`src/rtl/qc_link_driver.sv`:
```
// Host-side driver for the quantum-computer FSM byte-toggle load/readback link.
// Optional running XOR checksum enabled by defining QC_LINK_CKSUM_EN.
module qc_link_driver #(
    parameter int N             = 2,
    parameter int HOLD_CYCLES   = 4,
    parameter int SETTLE_CYCLES = 8
) (
    input  logic       clk,
    input  logic       reset,
    input  logic       start,
    input  logic [7:0] in_data,
    input  logic       in_valid,
    output logic       in_ready,
    output logic [7:0] out_data,
    output logic       out_valid,
    input  logic       out_ready,
    output logic [7:0] link_data,
    output logic       link_strobe,
    input  logic [7:0] link_rdata,
    output logic       busy,
    output logic       done,
    output logic [7:0] cksum
);
    localparam int VLEN       = 2 ** N;
    localparam int LOAD_BYTES = 2 * (VLEN + VLEN * VLEN);
    localparam int RESP_BYTES = 2 * VLEN;
    localparam int CW         = $clog2(LOAD_BYTES + 1);
    localparam int TMAX       = (HOLD_CYCLES > SETTLE_CYCLES) ? HOLD_CYCLES : SETTLE_CYCLES;
    localparam int TW         = $clog2(TMAX + 1);

    typedef enum logic [3:0] {
        IDLE, LOAD_REQ, LOAD_SETUP, LOAD_HOLD, SETTLE,
        READ_TOGGLE, READ_HOLD, READ_OUT, DONE
    } state_t;

    state_t        state, state_nxt;
    logic [CW-1:0] cnt;
    logic [TW-1:0] tmr;
    logic          hold_end, settle_end, load_last, resp_last;

    assign hold_end   = (tmr == TW'(HOLD_CYCLES - 1));
    assign settle_end = (tmr == TW'(SETTLE_CYCLES - 1));
    assign load_last  = (cnt == CW'(LOAD_BYTES));
    assign resp_last  = (cnt == CW'(RESP_BYTES - 1));

    always_comb begin
        state_nxt = state;
        in_ready  = 1'b0;
        busy      = (state != IDLE);
        done      = (state == DONE);
        case (state)
            IDLE:        if (start) state_nxt = LOAD_REQ;
            LOAD_REQ: begin
                in_ready = 1'b1;
                if (in_valid) state_nxt = LOAD_SETUP;
            end
            LOAD_SETUP:  state_nxt = LOAD_HOLD;
            LOAD_HOLD:   if (hold_end) state_nxt = load_last ? SETTLE : LOAD_REQ;
            SETTLE:      if (settle_end) state_nxt = READ_TOGGLE;
            READ_TOGGLE: state_nxt = READ_HOLD;
            READ_HOLD:   if (hold_end) state_nxt = READ_OUT;
            READ_OUT:    if (out_ready) state_nxt = resp_last ? DONE : READ_TOGGLE;
            DONE:        state_nxt = IDLE;
            default:     state_nxt = IDLE;
        endcase
    end

    always_ff @(posedge clk or posedge reset) begin
        if (reset) begin
            state       <= IDLE;
            cnt         <= '0;
            tmr         <= '0;
            link_data   <= '0;
            link_strobe <= 1'b0;
            out_data    <= '0;
            out_valid   <= 1'b0;
        end else begin
            state <= state_nxt;
            // Timer only runs while dwelling in a timed state; any transition restarts it.
            if ((state == LOAD_HOLD || state == SETTLE || state == READ_HOLD) && state_nxt == state)
                tmr <= tmr + TW'(1);
            else
                tmr <= '0;
            case (state)
                IDLE:     if (start) cnt <= '0;
                LOAD_REQ: if (in_valid) begin
                    link_data <= in_data;
                    cnt       <= cnt + CW'(1);
                end
                LOAD_SETUP, READ_TOGGLE: link_strobe <= ~link_strobe;
                // Counter is reused for response bytes once the load phase ends.
                LOAD_HOLD: if (hold_end && load_last) cnt <= '0;
                READ_HOLD: if (hold_end) begin
                    out_data  <= link_rdata;
                    out_valid <= 1'b1;
                end
                READ_OUT: if (out_ready) begin
                    out_valid <= 1'b0;
                    cnt       <= cnt + CW'(1);
                end
                default: ;
            endcase
        end
    end

`ifdef QC_LINK_CKSUM_EN
    logic [7:0] acc;

    always_ff @(posedge clk or posedge reset) begin
        if (reset)                                acc <= '0;
        else if (state == IDLE && start)          acc <= '0;
        else if (state == LOAD_REQ && in_valid)   acc <= acc ^ in_data;
        else if (state == READ_OUT && out_ready)  acc <= acc ^ out_data;
    end

    assign cksum = acc;
`else
    assign cksum = 8'h00;
`endif

endmodule

```
`config.mk`:
```
export PLATFORM = sky130hd
export DESIGN_NAME = qc_link_driver
export DESIGN_NICKNAME = d
export VERILOG_FILES = /design/src/rtl/qc_link_driver.sv
export SDC_FILE = /design/constraint.sdc
export NUM_CORES = 1
export LEC_CHECK = 0
export ABC_AREA = 1
export CAP_MARGIN = 20
export CELL_PAD_IN_SITES_DETAIL_PLACEMENT = 0
export CELL_PAD_IN_SITES_GLOBAL_PLACEMENT = 1
export CORE_ASPECT_RATIO = 0.7
export CORE_MARGIN = 2
export CORE_UTILIZATION = 31
export DETAILED_ROUTE_END_ITERATION = 8
export HOLD_SLACK_MARGIN = 0.12
export PLACE_DENSITY = 0.79
export SKIP_CTS_REPAIR_TIMING = 1
export SYNTH_ARGS = -nofsm -noshare
export SYNTH_HDL_FRONTEND = slang
export SYNTH_SLANG_ARGS = --single-unit
export TNS_END_PERCENT = 5
```
`constraint.sdc`:
```
create_clock -name clk -period 1.44 [get_ports clk]
set_clock_uncertainty 0.05 [all_clocks]
set_input_delay 0.288 -clock clk [delete_from_list [all_inputs] [get_ports clk]]
set_output_delay 0.288 -clock clk [all_outputs]
set_load 0.01 [all_outputs]
```
==> results of run 1 <==
-- registers in the layout, indices dropped and copies added, names as in the netlist --
name and cells:
link_data 8, link_strobe 1, out_valid 1, tmr 4
out_data 8, state 4, cnt 6
-- cells in the mapped netlist --
master,number
a21oi_2,1
buf_4,8
buf_6,1
conb_1,1
dfrtp_1,32
ha_1,3
inv_1,21
inv_2,2
mux2_2,8
nand2_1,58
nand2_2,4
nand2_4,1
nand3_1,11
nand3_4,1
nand3b_1,1
nor2_1,19
nor2_2,5
nor2_4,1
nor3_1,1
nor4_1,1
o2111ai_1,1
o21ai_0,2
o21ai_1,2
o21ai_2,6
xnor2_1,1
xor2_1,6
-- power by group through the flow --
stage	logic, mW	clock network [mW]	registers [mW]
after global placement	2.05	0	1.29
after CTS	2.08	0.747	1.28
final	2.67	0.713	1.29
after global routing	2.92	0.793	1.32
after floorplan	1.09	0	1.36
after detailed placement	2.07	0	1.29
-- layer usage --
metal | track usage [%] | share of wire [%]
met3 | 4.33 | 5.5
met4 | 6.16 | 1.3
met1 | 17.6 | 49
met5 | 0 | 0
met2 | 21.7 | 44
-- path summary, 6_finish.rpt --
check / from / endpoint / cells past startpoint
setup reg to reg: state[0] / cnt[0] / 10
hold reg to reg: link_strobe / link_strobe / 1
hold / removal: reset / out_data[7] / 3
min in group clk: link_strobe / link_strobe / 1
max in group asynchronous: reset / cnt[0] / 3
setup / recovery: state[3] / in_ready / 5
-- tightest hold or removal path, stage by stage --
cell and delay, ns:
clkdlybuf4s50_1 0.40, inv_1 0.09, buf_12 0.21
-- cells by family after synthesis --
| kind of cell | after synthesis | synth area share (%) |
|---|---|---|
| xor+xnor | 7 | 3.61 |
| buf+inv | 32 | 9.27 |
| compound gates | 12 | 5.30 |
| fa+ha+maj | 3 | 2.21 |
| mux | 8 | 5.30 |
| flops | 32 | 47.1 |
| simple gates | 103 | 27.0 |
| other cells | 1 | 0.221 |
-- area by class of cell --
class / count / share of cell area, %
multi-input cells: 142 / 32.3
flip-flops and latches: 32 / 29.0
repair buffers: 82 / 29.0
clock buffers: 8 / 3.25
inverters: 23 / 3.25
well taps: 72 / 3.25
==> qor.yml, run 1 <==
timing:
  period_minus_slack_ns: 1.57
  setup_viol: 21
  final.setup.tns_ns: -1.68
  slew_viol_final: 0
  finalCritPeriodShare_pct: 109
  finalWorstSetupSlack_ns: -0.131
  hold_viol_final: 0
  fmax_mhz: 636
  rsz0062_at_grt: "true"
  holdWs_ns: 0.304
power_and_ir_drop:
  power.leakage_nw: 1.51
  internal_power_mw: 2.76
  p_clk_share_pct: 15.2
  pwr-share-comb_pct: 57.1
  p_total_mw: 4.68
  power_density_nw_per_um2: 1690
  seq_power_share_pct: 27.6
  vdd_ir_drop_max_mv: 0.480
  power.switching_mw: 1.92
  swShare_pct: 41.0
job:
  drv_cap: 0
global_route:
  grt_max_degree: 33
  grt_pass1_wl_um: 6460
  grt_overflow: 0
  antenna_found_initial: 0
  grt_usage_pct: 13.8
  grt_pass1_vias: 1429
worst_setup_path:
  crit_buf_inv: 3
  required_ns: 1.10
  crit_type: "flop to output port"
  ff2ff_setup_slack_ns: -0.13
  setup.worst_path.end_class: "output port"
  cp.arrival_ns: 1.23
  crit_chain: "buf_6 > nor2_4 > nand2_1 > inv_2 > buf_2"
  crit_fanout: 4
  crit_family: "flip-flops"
  cp-start-kind: "flop"
  slowest_stage: "dfrtp_1"
  max_stage_delay_ns: 0.41
final_layout:
  mostFrequentLayoutCell: "nand2_1"
  drive_gt1_share_pct: 37.3
  antenna_cells: 0
  finalInstanceArea_um2: 2770
  final_cell_mix: "49 x nand2_1, 33 x buf_4, 29 x dfrtp_1"
  multiInputGateArea_um2: 895
  fin_nets: 310
  final_cells: 359
  post-route-util_pct: 52.8
  nFillCells: 527
  area_delta_synth_final_pct: 63.1
  seqCellArea_um2: 805
die:
  die_area_um2: 6100
  dieHeight_um: 66.0
  rows: 22
  die_width_um: 92.5
  initial_core_util_pct: 32.3
  ios: 50
  core_area_um2: 5260
yosys:
  synth_top_area_share_pct: 47.1
  synth-seq-cells: 32
  ys_warn_count: 0
  synthDistinctLibCells: 26
  synthesis.area_um2: 1700
  yosysSeqAreaShare_pct: 47.1
  synth_area_leader_cell: "dfrtp_1"
  synth_area_leaders: "dfrtp_1 47%, nand2_1 13%, mux2_2 5.3%"
  syn_area_per_cell_um2: 8.59
  synthCells: 198
status:
  status: "finished, violations left"
  violations: "setup timing"
detailed_routing:
  drt_wl_total_um: 4130
  drc: 0
  drtAntennaViolNets: 0
  wire_per_inst_um: 11.5
  drtPass1Iterations: 4
  drt_iter0_drc: 32
  via_count: 1527
  drt-vias-per-instance: 4.25
clock_network:
  clk_pin_slew_ns: 0.07
  h-tree-depth: 2
  clock-root-buffer: "clkbuf_8"
  cts_tree: "done"
  cts_made_buffers: 5
  clkLatencyLatePin_ns: 0.29
  clkSinkCount: 32
  cts.path.max_buffers: 2
placement:
  place_hpwl_um: 2930
  io_buffers: 41
  gp_congestion: 0.763
  dpl_worst_slack_ns: -0.256
  dp.cells: 341
  placed_area_um2: 2420
min_path:
  hold_path.class: "primary input to async pin"
(Power assumes the default switching activity.)
==> run 2: changes to the inputs <==
--- a/config.mk
+++ b/config.mk
@@ -5,7 +5,6 @@
 export SDC_FILE = /design/constraint.sdc
 export NUM_CORES = 1
 export LEC_CHECK = 0
-export ABC_AREA = 1
 export CAP_MARGIN = 20
 export CELL_PAD_IN_SITES_DETAIL_PLACEMENT = 0
 export CELL_PAD_IN_SITES_GLOBAL_PLACEMENT = 1
@@ -14,7 +13,7 @@
 export CORE_UTILIZATION = 31
 export DETAILED_ROUTE_END_ITERATION = 8
 export HOLD_SLACK_MARGIN = 0.12
-export PLACE_DENSITY = 0.79
+export PLACE_DENSITY = 0.75
 export SKIP_CTS_REPAIR_TIMING = 1
 export SYNTH_ARGS = -nofsm -noshare
 export SYNTH_HDL_FRONTEND = slang
==> qor.yml, run 2 <==
status:
  status: "finished, violations left"
  violations: "setup timing"
power_and_ir_drop:
  vdd_ir_drop_max_mv: 0.811
  seq_power_share_pct: 34.3
  internal_power_mw: 2.57
  power.switching_mw: 1.33
  power.leakage_nw: 1.41
  swShare_pct: 34.1
  pwr-share-comb_pct: 47.8
  p_clk_share_pct: 17.9
  power_density_nw_per_um2: 1470
final_layout:
  antenna_cells: 0
  final_cell_mix: "37 x buf_4, 32 x dfrtp_1, 20 x clkdlybuf4s50_1"
  area_delta_synth_final_pct: 49.7
  post-route-util_pct: 49.4
  mostFrequentLayoutCell: "buf_4"
  nFillCells: 518
  fin_nets: 262
  drive_gt1_share_pct: 33.9
  top_regs: "link_data (8), out_data (8), cnt (6)"
global_route:
  grt_usage_pct: 14.1
  grt_pass1_wl_um: 6840
  antenna_found_initial: 0
  grt_overflow: 0
  grt_max_degree: 19
  grt_pass1_vias: 1409
detailed_routing:
  drtPass1Iterations: 4
  drtAntennaViolNets: 0
  drt_iter0_drc: 99
  wire_per_inst_um: 13.1
  drc: 0
  drt-vias-per-instance: 4.68
  drt_wl_total_um: 4080
  via_count: 1456
timing:
  finalWorstSetupSlack_ns: -0.256
  fmax_mhz: 590
  setup_viol: 33
  finalCritPeriodShare_pct: 118
  period_minus_slack_ns: 1.70
  hold_viol_final: 0
  slew_viol_final: 0
  rsz0062_at_grt: "true"
  holdWs_ns: 0.261
yosys:
  synthArstFlopShare_pct: 100
  yosysSeqAreaShare_pct: 45.2
  synthesis.area_um2: 1770
  synthFlopType: "dfrtp_1"
  synthDistinctLibCells: 51
  ys_top_cells_by_count: "32 x dfrtp_1, 10 x buf_4, 10 x nor2_1"
  synth_area_leader_cell: "dfrtp_1"
  synth_area_leaders: "dfrtp_1 45%, mux2_1 5.1%, mux2_2 5.1%"
  synth-seq-cells: 32
  syn_area_per_cell_um2: 11.2
  ys_warn_count: 0
  yosysMostFrequentCell: "dfrtp_1"
  synth-edff-count: 0
  synthCells: 158
  synth_top_area_share_pct: 45.2
clock_network:
  cts_tree: "done"
  clock-root-buffer: "clkbuf_8"
  cts.path.max_buffers: 2
  cts_made_buffers: 5
  clkLatencyLatePin_ns: 0.29
  clk_pin_slew_ns: 0.07
  h-tree-depth: 2
  clkSinkCount: 32
die:
  dieHeight_um: 67.2
  initial_core_util_pct: 33.0
  die_area_um2: 6340
  rows: 22
  ios: 50
  core_area_um2: 5370
  die_width_um: 94.3
worst_setup_path:
  crit_type: "flop to output port"
  crit_fanout: 3
  crit_chain: "or2_4 > or3_1 > clkbuf_2"
  crit_family: "simple AND/OR/NAND/NOR gates"
  max_stage_delay_ns: 0.40
  setup.worst_path.end_class: "output port"
  required_ns: 1.10
  cp-start-kind: "flop"
  cp.arrival_ns: 1.36
  crit_buf_inv: 1
  slowest_stage: "dfrtp_1"
placement:
  dpl_worst_slack_ns: -0.351
  place_hpwl_um: 2940
  gp_congestion: 0.789
  io_buffers: 41
job:
  drv_cap: 0
min_path:
  hold_path.class: "primary input to async pin"
==> run 2: final timing paths <==
check | start | to | slack (ns) | depth (start not counted)
worst max-delay path | state[2] | busy | -0.26 | 3
worst min-delay path | reset | link_data[2] | 0.26 | 3
worst max register to register | cnt[0] | cnt[0] | -0.21 | 6
worst min register to register | link_strobe | link_strobe | 0.41 | 1
max in group asynchronous | reset | cnt[5] | 0.84 | 3
min in group clk | link_strobe | link_strobe | 0.41 | 1
==> run 2: cells by family after synthesis <==
family	Yosys count	share of synthesized area, %
mux	18	11.3
other cells	1	0.212
xor+xnor	5	2.90
simple gates	47	17.2
flops	32	45.2
buf+inv	22	7.42
fa+ha+maj	3	2.12
compound gates	30	13.6
==> run 2: through the flow <==
stage | TNS (ns) | area (um^2) | cells | total power, mW
floorplan | -2.08 | 1800 | 165 | 2.32
global placement | -6.60 | 2480 | 301 | 3.16
detailed placement | -6.88 | 2480 | 301 | 3.18
CTS | -7.90 | 2570 | 309 | 3.90
global route | -7.50 | 2650 | 311 | 4.22
finish | -4.51 | 2650 | 311 | 3.90
==> run 2: final cells by class <==
class	instances	area [um^2]	area share, %
flip-flops and latches	32	801	30.2
clock inverters	2	16.3	0.614
inverters	8	30.0	1.13
well taps	72	90.1	3.40
repair buffers	80	741	28.0
multi-input cells	111	900	33.9
clock buffers	6	72.6	2.74
==> run 2: worst register-to-register path, stage by stage (launching register included) <==
cell and delay [ns]:
dfrtp_1 0.39, inv_2 0.10, ha_4 0.13, and4b_4 0.24, and4_4 0.27, o21a_4 0.17, mux2i_2 0.21
==> run 2: metal layers <==
metal	global-route usage [%]	part of all wire [%]
met1	19.2	48
met2	22.1	45
met3	3.79	5.9
met4	4.35	0.93
met5	0	0
==> run 2: power by group through the flow <==
stage	Combinational [mW]	Clock, mW	Sequential [mW]
global placement	1.80	0	1.36
detailed placement	1.82	0	1.36
CTS	1.83	0.727	1.34
finish	1.86	0.700	1.34
floorplan	0.871	0	1.45
global route	2.05	0.785	1.38
